--- src/rtl/ifetch_pkg.sv ---
// Shared types and constants for the instruction-fetch sequencer.
package ifetch_pkg;

  typedef enum logic [1:0] {
    ST_IDLE,
    ST_RUN,
    ST_HALT
  } state_t;

  localparam logic [5:0] OPC_J = 6'b000010;

  localparam int unsigned DEF_AW  = 5;
  localparam int unsigned ENTRY_W = DEF_AW + 32;

  function automatic int unsigned entry_w(input int unsigned aw);
    return aw + 32;
  endfunction

endpackage

--- src/rtl/ifetch_fifo.sv ---
// Prefetch buffer: DEPTH-entry synchronous FIFO with flush, concurrent push/pop and occupancy count.
module ifetch_fifo
  import ifetch_pkg::*;
#(
  parameter int unsigned DEPTH = 2,
  parameter int unsigned W     = ENTRY_W
) (
  input  logic                         clk,
  input  logic                         rst_n,
  input  logic                         i_push,
  input  logic                         i_pop,
  input  logic                         i_flush,
  input  logic [W-1:0]                 i_din,
  output logic [W-1:0]                 o_head,
  output logic [$clog2(DEPTH+1)-1:0]   o_count
);

  localparam int unsigned PW = $clog2(DEPTH);
  localparam int unsigned CW = $clog2(DEPTH + 1);
  localparam logic [CW-1:0] FULL = CW'(DEPTH);

  logic [W-1:0]  r_mem [DEPTH];
  logic [PW-1:0] r_wr;
  logic [PW-1:0] r_rd;
  logic [CW-1:0] r_count;
  logic          w_do_push;
  logic          w_do_pop;

  assign w_do_pop  = i_pop && (r_count != '0);
  // A full buffer still accepts a push when the head leaves in the same cycle.
  assign w_do_push = i_push && ((r_count != FULL) || w_do_pop);

  always_ff @(posedge clk or negedge rst_n) begin
    if (!rst_n) begin
      r_wr    <= '0;
      r_rd    <= '0;
      r_count <= '0;
    end else if (i_flush) begin
      r_wr    <= '0;
      r_rd    <= '0;
      r_count <= '0;
    end else begin
      if (w_do_push) r_wr <= r_wr + PW'(1);
      if (w_do_pop)  r_rd <= r_rd + PW'(1);
      r_count <= r_count + CW'(w_do_push) - CW'(w_do_pop);
    end
  end

  always_ff @(posedge clk) begin
    if (w_do_push && !i_flush) r_mem[r_wr] <= i_din;
  end

  assign o_head  = r_mem[r_rd];
  assign o_count = r_count;

endmodule

--- src/rtl/ifetch_ctrl.sv ---
// Instruction-fetch sequencer: PC, ROM addressing, prefetch buffer, redirect and self-jump halt.
// Optional IFETCH_PERF_EN adds saturating push / stall counters (perf_fetch, perf_stall).
module ifetch_ctrl
  import ifetch_pkg::*;
#(
  parameter int unsigned    DEPTH    = 2,
  parameter int unsigned    AW       = 5,
  parameter logic [AW-1:0]  RESET_PC = '0
) (
  input  logic          clk,
  input  logic          rst_n,
  input  logic          start,
  output logic [AW-1:0] rom_addr,
  input  logic [31:0]   rom_data,
  input  logic          redirect_valid,
  input  logic [AW-1:0] redirect_addr,
  output logic          inst_valid,
  input  logic          inst_ready,
  output logic [31:0]   inst_data,
  output logic [AW-1:0] inst_pc,
  output logic          halted,
  output logic          busy
`ifdef IFETCH_PERF_EN
  ,
  output logic [15:0]   perf_fetch,
  output logic [15:0]   perf_stall
`endif
);

  localparam int unsigned EW = entry_w(AW);
  localparam int unsigned CW = $clog2(DEPTH + 1);
  localparam logic [CW-1:0] FULL = CW'(DEPTH);

  state_t        r_state;
  logic [AW-1:0] r_pc;
  logic [31:0]   r_hold_data;
  logic [AW-1:0] r_hold_pc;

  logic [EW-1:0] w_head;
  logic [CW-1:0] w_count;
  logic          w_valid;
  logic          w_flush;
  logic          w_pop;
  logic          w_space;
  logic          w_push;
  logic          w_selfjump;

  assign w_valid    = (w_count != '0);
  assign w_flush    = redirect_valid && (r_state != ST_IDLE);
  assign w_pop      = w_valid && inst_ready && !w_flush;
  assign w_space    = (w_count != FULL) || w_pop;
  assign w_push     = (r_state == ST_RUN) && !redirect_valid && w_space;
  assign w_selfjump = (rom_data[31:26] == OPC_J) && (rom_data[25:0] == 26'(r_pc));

  ifetch_fifo #(
    .DEPTH (DEPTH),
    .W     (EW)
  ) u_fifo (
    .clk     (clk),
    .rst_n   (rst_n),
    .i_push  (w_push),
    .i_pop   (w_pop),
    .i_flush (w_flush),
    .i_din   ({r_pc, rom_data}),
    .o_head  (w_head),
    .o_count (w_count)
  );

  always_ff @(posedge clk or negedge rst_n) begin
    if (!rst_n) begin
      r_state <= ST_IDLE;
      r_pc    <= RESET_PC;
    end else begin
      case (r_state)
        ST_IDLE: begin
          if (start) begin
            r_state <= ST_RUN;
            r_pc    <= RESET_PC;
          end
        end
        ST_RUN: begin
          if (redirect_valid) begin
            r_pc <= redirect_addr;
          end else if (w_push) begin
            // The self-jump word is still delivered; the PC parks on it.
            if (w_selfjump) r_state <= ST_HALT;
            else            r_pc    <= r_pc + AW'(1);
          end
        end
        ST_HALT: begin
          if (redirect_valid) begin
            r_state <= ST_RUN;
            r_pc    <= redirect_addr;
          end
        end
        default: r_state <= ST_IDLE;
      endcase
    end
  end

  // Keeps the last presented head visible once the buffer empties.
  always_ff @(posedge clk or negedge rst_n) begin
    if (!rst_n) begin
      r_hold_data <= '0;
      r_hold_pc   <= '0;
    end else if (w_valid) begin
      r_hold_data <= w_head[31:0];
      r_hold_pc   <= w_head[EW-1:32];
    end
  end

  assign rom_addr   = r_pc;
  assign inst_valid = w_valid;
  assign inst_data  = w_valid ? w_head[31:0]    : r_hold_data;
  assign inst_pc    = w_valid ? w_head[EW-1:32] : r_hold_pc;
  assign halted     = (r_state == ST_HALT);
  assign busy       = (r_state == ST_RUN);

`ifdef IFETCH_PERF_EN
  logic [15:0] r_perf_fetch;
  logic [15:0] r_perf_stall;
  logic        w_stall;

  assign w_stall = (r_state == ST_RUN) && (w_count == FULL) && !w_pop;

  always_ff @(posedge clk or negedge rst_n) begin
    if (!rst_n) begin
      r_perf_fetch <= '0;
      r_perf_stall <= '0;
    end else if ((r_state == ST_IDLE) && start) begin
      r_perf_fetch <= '0;
      r_perf_stall <= '0;
    end else begin
      if (w_push  && (r_perf_fetch != '1)) r_perf_fetch <= r_perf_fetch + 16'd1;
      if (w_stall && (r_perf_stall != '1)) r_perf_stall <= r_perf_stall + 16'd1;
    end
  end

  assign perf_fetch = r_perf_fetch;
  assign perf_stall = r_perf_stall;
`endif

endmodule

--- config.mk ---
export PLATFORM = sky130hd
export DESIGN_NAME = ifetch_ctrl
export DESIGN_NICKNAME = d
export VERILOG_FILES = /design/src/rtl/ifetch_pkg.sv /design/src/rtl/ifetch_fifo.sv /design/src/rtl/ifetch_ctrl.sv
export SDC_FILE = /design/constraint.sdc
export NUM_CORES = 1
export LEC_CHECK = 0
export CAP_MARGIN = 15
export CORE_MARGIN = 2
export CORE_UTILIZATION = 45
export CTS_CLUSTER_DIAMETER = 80
export DETAILED_ROUTE_END_ITERATION = 10
export GPL_ROUTABILITY_DRIVEN = 0
export HOLD_SLACK_MARGIN = 0.03
export PLACE_DENSITY = 0.79
export SYNTH_ARGS = -nofsm -noshare
export SYNTH_HDL_FRONTEND = slang
export SYNTH_SLANG_ARGS = --single-unit
--- constraint.sdc ---
create_clock -name clk -period 4.1 [get_ports clk]
set_input_delay 0.41 -clock clk [delete_from_list [all_inputs] [get_ports clk]]
set_output_delay 0.41 -clock clk [all_outputs]
set_load 0.1 [all_outputs]
==> results.cfg, run 1 <==
[cts]
numCtsBuffers = 17
clk_path_buf_depth = 2
cts.sinks = 122
clk_latency_ps = 500
post_cts_buffers = 0
cts_max_level = 4
cts_tree = yes
root_buffer = clkbuf_8
clk_pin_slew_ps = 50

[placed_design]
post-place-ws_ps = 1300
dpl.hpwl_um = 6360
port_buffers = 86
postPlaceCellArea_sq_um = 5730

[synth]
synth.distinct_cells = 34
ys_seq_elements = 122
syn-instance-count = 335
ys_seq_area_share_pct = 71.0
syn_avg_cell_area_sq_um = 14.4
syn-cell-area_sq_um = 4820
yosys_warnings = 0
syn_nets = 385
yosys.area.top_type = edfxtp_1
ys_top_cells_by_area = edfxtp_1 46%, dfrtp_1 25%, mux2i_1 7.9%, a21oi_1 3.9%, nor2_1 3.4%
yosysTopAreaCellShare_pct = 46.1

[finish]
drive_gt1_share_pct = 17.9
finalInstanceArea_sq_um = 6320
fin_nets = 479
n_antenna_cell = 0
synthToLayoutAreaGrowth_pct = 31.0

[floorplanning]
die_h_um = 108
row_count = 37
fp.dieW_um = 108
die-area_sq_um = 11600
io_pins = 87
core_area_sq_um = 10400
initial_core_util_pct = 46.5

[setup_path]
critPathTopFamily = buffers and inverters
critPathSlowestCell = clkdlybuf4s50_1
crit_required_ps = 3690
cp-end-kind = output port
cp_max_fo = 10
slowest_delay_ps = 1200
crit_chain = inv_1 > ha_1 > clkdlybuf4s50_1
critPathBufInv = 2
worst-setup-path-type = reg -> out
worstPathArrival_ps = 2560
setup.worst_path.start_class = flop

[grt]
grt_usage_pct = 17.3
grt_pass1_wl_um = 15000
overflow = 0
antenna_found_initial = 0
grt_max_degree = 51
grt_pass1_vias = 2964

[detailed_routing]
route.detailed.drc = 0
viasPerCell = 5.13
first_pass_iters = 5
vias = 2968
routed_wl_um = 9520
ant_nets = 0
first_iter_violations = 230
wl_per_cell_um = 16.5

[sta]
tns_ps = 0
rsz0062_at_grt = false
period_minus_slack_ps = 2970
max_freq_ghz = 0.336
hold_violations = 0
fin_skew_ps = 8.36
relSlewSlack_pct = 26.3
worst_pin_slew_ps = 1110
setup_viol = 0
setup_slack_ps = 1130
post-route-period-util_pct = 72.5
slew_violations = 0

[min_path]
min_path_type = in -> async

[outcome]
status = finished, final reports clean

[job]
drv_cap = 0
path summary, 6_finish.rpt:
check	start	to	slack [ps]	depth (start not counted)
max	r_state[0]$_DFFE_PN0P_	halted	1130	3
min	rst_n	r_hold_pc[2]$_DFF_PN0_	430	2
max reg2reg	r_state[1]$_DFFE_PN0P_	u_fifo.r_mem[1][16]$_DFFE_PP_	1510	5
min reg2reg	r_hold_data[26]$_DFF_PN0_	r_hold_data[26]$_DFF_PN0_	550	2
max in group asynchronous	rst_n	u_fifo.r_rd$_DFFE_PN0P_	2890	3
min in group clk	rom_data[27]	u_fifo.r_mem[1][27]$_DFFE_PP_	530	1
timing repair:
action,4_1_cts,5_1_grt
hold endpoints to repair,21,0
resized for setup,0,0
hold buffers,1,0
per-stage QoR:
stage / instances / util [%] / hold slack [ps]
2_1_floorplan: 335 / - / 114
3_3_place_gp: 545 / 55.2 / 411
3_5_place_dp: 545 / 55.2 / 424
4_1_cts: 578 / 60.9 / 417
5_1_grt: 578 / 60.9 / 462
6_report: 578 / 60.9 / 427
cells in the final DEF, fill, tap and decap left out, types with 4 or more instances in the layout:
cell             netlist  routed
xnor2_1                9       9
clkbuf_1               8       4
dfrtp_1               48      47
inv_1                  6       6
clkdlybuf4s50_1        0      47
o21ai_0               10      10
nor2_1                44      44
clkbuf_16              0      16
clkinv_1               0       5
ha_1                   8       8
bufinv_16              0       4
mux2i_1               38      38
a21oi_1               38      38
nand2_1                5       5
buf_4                  0      41
edfxtp_1              74      74
flip-flops by register name (all words and copies together) (netlist names):
register	cells
u_fifo.o_count	2
u_fifo.r_mem	74
u_fifo.r_rd	1
r_state	2
r_hold_pc	5
r_hold_data	32
rom_addr	5
u_fifo.r_wr	1
worst register-to-register path, cell delays in order, from the launching register on:
cell and delay (ps):
dfrtp_1 410, inv_1 110, ha_1 320, nand2_1 250
nor2_1 290, and2_2 790
Yosys cell counts, drive strengths merged:
| cell type | n |
|---|---|
| xor2 | 3 |
| buf | 6 |
| and2 | 2 |
| nor3b | 1 |
| o31ai | 2 |
| or2 | 1 |
| clkbuf | 9 |
| dfrtp | 48 |
| nor4b | 1 |
| xnor2 | 9 |
| mux2i | 38 |
| a31o | 1 |
| a22oi | 3 |
| nand2 | 5 |
| ha | 8 |
| inv | 6 |
| mux2 | 3 |
| nand3 | 2 |
| a21oi | 38 |
| nor2 | 44 |
| nand4 | 3 |
| a211oi | 1 |
| nor4 | 6 |
| edfxtp | 74 |
| o21ai | 11 |
| o41ai | 3 |
| nor3 | 4 |
| nor2b | 2 |
| o21bai | 1 |
final cells by class:
class	instances	area, sq um
fill	800	4050
sequential	122	3420
multi-input combinational	192	1330
timing repair buffer	90	793
clock buffer	21	429
tap	136	170
clock inverter	11	151
inverter	6	22.5
cells by family (layout without fill, tap and decap cells):
group           count (synthesis)  count (layout)  share of synthesized area [%]
simple gates                   71              71                           7.42
buf+inv                        21             128                           1.79
fa+ha+maj                       8               8                           2.08
compound gates                 60              60                           6.98
flops                         122             122                           71.0
xor+xnor                       12              12                           2.18
mux                            41              41                           8.59
metal layers:
| metal | GRT usage [%] | vias to the layer above | part of all wire (%) |
|---|---|---|---|
| li1 | - | 1422 | - |
| met1 | 22.0 | 1464 | 43 |
| met2 | 28.6 | 76 | 51 |
| met3 | 5.63 | 6 | 4.8 |
| met4 | 4.40 | 0 | 0.63 |
| met5 | 0 | - | 0 |
Power of run 1 is left out: the tool's default activity adds up to more than one toggle a clock period on the data nets, which glitch-free logic cannot reach.
==> inputs of run 2 (changes only) <==
==> constraint.sdc (replaced) <==
create_clock -name clk -period 2.7 [get_ports clk]
set_input_delay 0.27 -clock clk [delete_from_list [all_inputs] [get_ports clk]]
set_output_delay 0.27 -clock clk [all_outputs]
set_load 0.1 [all_outputs]
==> run 2 against run 1 <==
Against the previous run:
- wire length up 6.6%
- cell count up 0.69%
- register-to-register slack worse by 930 ps
- clock-buffer cell count down 3
- die area unchanged
- critical path depth up 1
- via count up 0.94%
- largest cell class unchanged
- core utilization up 6.8 points
==> results.cfg, run 2 (synthesis gave the netlist of run 1 again) <==
[detailed_routing]
first_iter_violations = 137
viasPerCell = 5.15
route.detailed.drc = 0
vias = 2996
ant_nets = 0
first_pass_iters = 5
routed_wl_um = 10100
wl_per_cell_um = 17.4

[grt]
grt_pass1_wl_um = 16400
grt_pass1_vias = 3126
overflow = 0
antenna_found_initial = 0
grt_max_degree = 76
grt_usage_pct = 19.2

[setup_path]
cp-end-kind = output port
r2r_end = u_fifo.r_mem[1][33]$_DFFE_PP_
r2r_start = r_state[1]$_DFFE_PN0P_
worstPathArrival_ps = 2000
crit_chain = or2_4 > buf_12 > a21oi_1 > buf_12
critPathBufInv = 2
critPathSlowestCell = dfrtp_1
crit_required_ps = 2430
critPathMostFrequentCell = buf_12
setup.worst_path.start_class = flop
slowest_delay_ps = 390
regToRegSetupSlack_ps = 580
cp_max_fo = 75
critPathTopFamily = buffers and inverters
worst-setup-path-type = reg -> out
reg2regPathDepth = 6

[floorplanning]
io_pins = 87
fp.dieW_um = 108
initial_core_util_pct = 46.5
core_area_sq_um = 10400
row_count = 37
die_h_um = 108
die-area_sq_um = 11600

[sta]
post-route-period-util_pct = 84.0
relSlewSlack_pct = 59.9
max_freq_ghz = 0.441
rsz0062_at_grt = false
fin_skew_ps = 5.32
hold_violations = 0
slew_violations = 0
setup_viol = 0
period_minus_slack_ps = 2270
worst_pin_slew_ps = 602

[cts]
cts.sinks = 122
clk_path_buf_depth = 2
clk_pin_slew_ps = 60
numCtsBuffers = 17
cts_resized = 0
post_cts_buffers = 0
cts_tree = yes
root_buffer = clkbuf_8
cts_max_level = 4
clk_latency_ps = 500
hold_buffers = 1

[finish]
most-common-layout-cells = 74 x edfxtp_1, 47 x dfrtp_1, 44 x nor2_1
final_cell_count_no_fill = 582
final_common_cell = edfxtp_1
top_register = u_fifo.r_mem
n_antenna_cell = 0
largest_reg_flops = 74
drive_gt1_share_pct = 28.7
fin_nets = 483
synthToLayoutAreaGrowth_pct = 45.5
top_regs = u_fifo.r_mem x74, r_hold_data x32

[placed_design]
dpl.cell_count = 549
port_buffers = 86
dpl.hpwl_um = 6630

[min_path]
min_path_type = in -> async

[job]
drv_cap = 0

[outcome]
status = finished, final reports clean
run 2: cell count changes in the layout (fill, tap and decap cells not counted), sizes merged:
| cell | previous run | this run |
|---|---|---|
| clkinvlp | 1 | 4 |
| buf | 42 | 53 |
| clkinv | 6 | 4 |
| clkbuf | 21 | 18 |
| clkdlybuf4s50 | 47 | 40 |
| inv | 6 | 8 |
run 2: how the worst max path moves through the flow:
stage | start | endpoint | depth (start not counted)
after floorplan | u_fifo.o_count[0]$_DFF_PN0_ | r_hold_data[22]$_DFF_PN0_ | 5
after global placement | rom_data[26] | r_state[1]$_DFFE_PN0P_ | 6
after detailed placement | rom_data[26] | r_state[1]$_DFFE_PN0P_ | 6
after CTS | u_fifo.o_count[1]$_DFF_PN0_ | inst_data[27] | 5
after global routing | u_fifo.o_count[1]$_DFF_PN0_ | inst_data[30] | 5
final | u_fifo.o_count[0]$_DFF_PN0_ | inst_data[30] | 4
run 2: cell type report:
| class | count | area [sq um] |
|---|---|---|
| multi-input cells | 192 | 1450 |
| fillers | 738 | 3350 |
| repair buffers | 94 | 1330 |
| well taps | 136 | 170 |
| flip-flops and latches | 122 | 3420 |
| clock buffers | 18 | 428 |
| inverters | 6 | 22.5 |
| clock inverters | 14 | 195 |
run 2: layer usage:
metal	wire length [um]	share of wire (%)	GRT usage [%]
met3	428	4.2	5.33
met5	0	0	0
met1	4150	41	23.6
met2	5440	54	32.4
met4	129	1.3	6.68
run 2: stage by stage:
stage | setup WS [ps] | cell area, sq um | hold slack, ps | TNS (ps) | utilization, %
after floorplan | -446 | 4950 | -25.6 | -7870 | -
after global placement | 249 | 6380 | 286 | 0 | 61.6
after detailed placement | 202 | 6380 | 305 | 0 | 61.6
after CTS | 394 | 7020 | 308 | 0 | 67.7
after global routing | 301 | 7020 | 332 | 0 | 67.7
final | 431 | 7020 | 307 | 0 | 67.7
Power of run 2 is left out for the same reason.
==> inputs of run 3 (changes only) <==
--- a/config.mk
+++ b/config.mk
@@ -12,7 +12,7 @@
 export DETAILED_ROUTE_END_ITERATION = 10
 export GPL_ROUTABILITY_DRIVEN = 0
 export HOLD_SLACK_MARGIN = 0.03
-export PLACE_DENSITY = 0.79
+export PLACE_DENSITY = 0.76
 export SYNTH_ARGS = -nofsm -noshare
 export SYNTH_HDL_FRONTEND = slang
 export SYNTH_SLANG_ARGS = --single-unit
==> constraint.sdc (replaced) <==
create_clock -name clk -period 2.4 [get_ports clk]
set_input_delay 0.24 -clock clk [delete_from_list [all_inputs] [get_ports clk]]
set_output_delay 0.24 -clock clk [all_outputs]
set_load 0.1 [all_outputs]
==> run 3 against run 2 <==
Against the previous run:
- critical path depth unchanged
- first-iteration DRC count grew 64%
- sequential share of layout area shrank 0.58 points
- register-to-register slack worse by 230 ps
- cell count grew 1.2%
- global-route usage is 0.23 points higher
- die area stayed put
- worst setup slack lost 410 ps
- cell area increased by 1.3%
- largest cell class unchanged
- sequential cell count is the same
- wire length up 5.5%
- worst hold slack gained 41 ps
==> results.cfg, run 3 (synthesis gave the netlist of run 1 again) <==
[finish]
n_antenna_cell = 0
ff_latch_area_sq_um = 3430
fin_nets = 490
largest_reg_flops = 74
top_register = u_fifo.r_mem
most-common-layout-cells = 74 x edfxtp_1, 47 x dfrtp_1, 44 x nor2_1
multi_input_area_sq_um = 1480
synthToLayoutAreaGrowth_pct = 47.4
finalInstanceArea_sq_um = 7110
fill_cells = 714
top_regs = u_fifo.r_mem x74, r_hold_data x32
final_cell_count_no_fill = 589
final_common_cell = edfxtp_1
drive_gt1_share_pct = 27.4

[floorplanning]
die-area_sq_um = 11600
row_count = 37
fp.dieW_um = 108
die_h_um = 108
io_pins = 87
core_area_sq_um = 10400
initial_core_util_pct = 46.5

[detailed_routing]
routed_wl_um = 10700
ant_nets = 0
wl_per_cell_um = 18.2
first_iter_violations = 224
route.detailed.drc = 0
vias = 3103
viasPerCell = 5.27
first_pass_iters = 4

[placed_design]
dpl.hpwl_um = 6910
postPlaceCellArea_sq_um = 6460
dpl.cell_count = 555
port_buffers = 86

[sta]
post-route-period-util_pct = 99.0
worst_pin_slew_ps = 653
slew_violations = 0
hold_violations = 0
tns_ps = 0
holdWs_ps = 348
setup_viol = 0
rsz0062_at_grt = true
max_freq_ghz = 0.421
fin_skew_ps = 12.9
relSlewSlack_pct = 56.5
period_minus_slack_ps = 2370

[outcome]
status = finished, final reports clean

[cts]
clk_path_buf_depth = 2
cts_tree = yes
clk_pin_slew_ps = 60
clk_latency_ps = 510
numCtsBuffers = 17
root_buffer = clkbuf_8
cts_max_level = 4
cts.sinks = 122

[setup_path]
cp_max_fo = 29
critPathSlowestCell = dfrtp_1
worst-setup-path-type = reg -> out
setup.worst_path.start_class = flop
cp-end-kind = output port
crit_required_ps = 2160
worstPathArrival_ps = 2130
crit_chain = or2_4 > clkbuf_16 > a21oi_1 > buf_12
slowest_delay_ps = 390

[grt]
grt_max_degree = 60
overflow = 0
grt_pass1_wl_um = 16600
grt_pass1_vias = 3260
antenna_found_initial = 0
grt_usage_pct = 19.4

[min_path]
min_path_type = in -> reg

[job]
drv_cap = 0
[run 3: worst max-delay path: cells and delay by family, from the launching register on]
family | cells | cell delay [ps]
flops | 1 | 390
buf+inv | 2 | 490
simple gates | 1 | 370
compound gates | 1 | 330
[run 3: area by class of cell]
cell class / count / share of cell area (%)
Multi-Input combinational cell: 192 / 20.8
Tap cell: 136 / 2.39
Clock inverter: 14 / 2.61
Inverter: 6 / 0.317
Sequential cell: 122 / 48.2
Clock buffer: 18 / 5.88
Timing Repair Buffer: 101 / 19.8
[run 3: worst paths after layout]
path / start / to / slack, ps / cells past startpoint
setup / recovery: u_fifo.o_count[0]$_DFF_PN0_ / inst_data[11] / 30 / 4
hold / removal: rom_data[18] / u_fifo.r_mem[1][18]$_DFFE_PP_ / 350 / 1
setup reg to reg: r_state[0]$_DFFE_PN0P_ / u_fifo.o_count[1]$_DFF_PN0_ / 350 / 10
hold reg to reg: r_hold_data[26]$_DFF_PN0_ / r_hold_data[26]$_DFF_PN0_ / 580 / 2
max in group asynchronous: rst_n / u_fifo.r_rd$_DFFE_PN0P_ / 1520 / 3
min in group asynchronous: rst_n / r_hold_data[23]$_DFF_PN0_ / 370 / 3
[run 3: metal layers]
metal / share of wire, % / vias up / GRT usage (%) / wire length, um
met5: 0 / - / 0 / 0
met4: 1.0 / 0 / 7.88 / 110
met3: 5.4 / 10 / 6.23 / 583
met2: 52 / 91 / 31.3 / 5540
met1: 42 / 1555 / 24.2 / 4470
li1: - / 1447 / - / -
[run 3: timing repair]
item / in CTS / in global routing
endpoints found under the setup margin: 4 / 17
gates cloned: 0 / 1
hold buffers: 1 / 0
resized for setup: 2 / 1
hold endpoints to repair: 48 / 0
buffers inserted: 0 / 0
[run 3: per-stage QoR]
stage / worst slack [ps] / util (%)
final: 25.1 / 68.5
after CTS: 2.15 / 68.3
after floorplan: -544 / -
after global routing: -42.4 / 68.5
after global placement: 113 / 62.3
after detailed placement: 103 / 62.3
Power of run 3 is left out for the same reason.
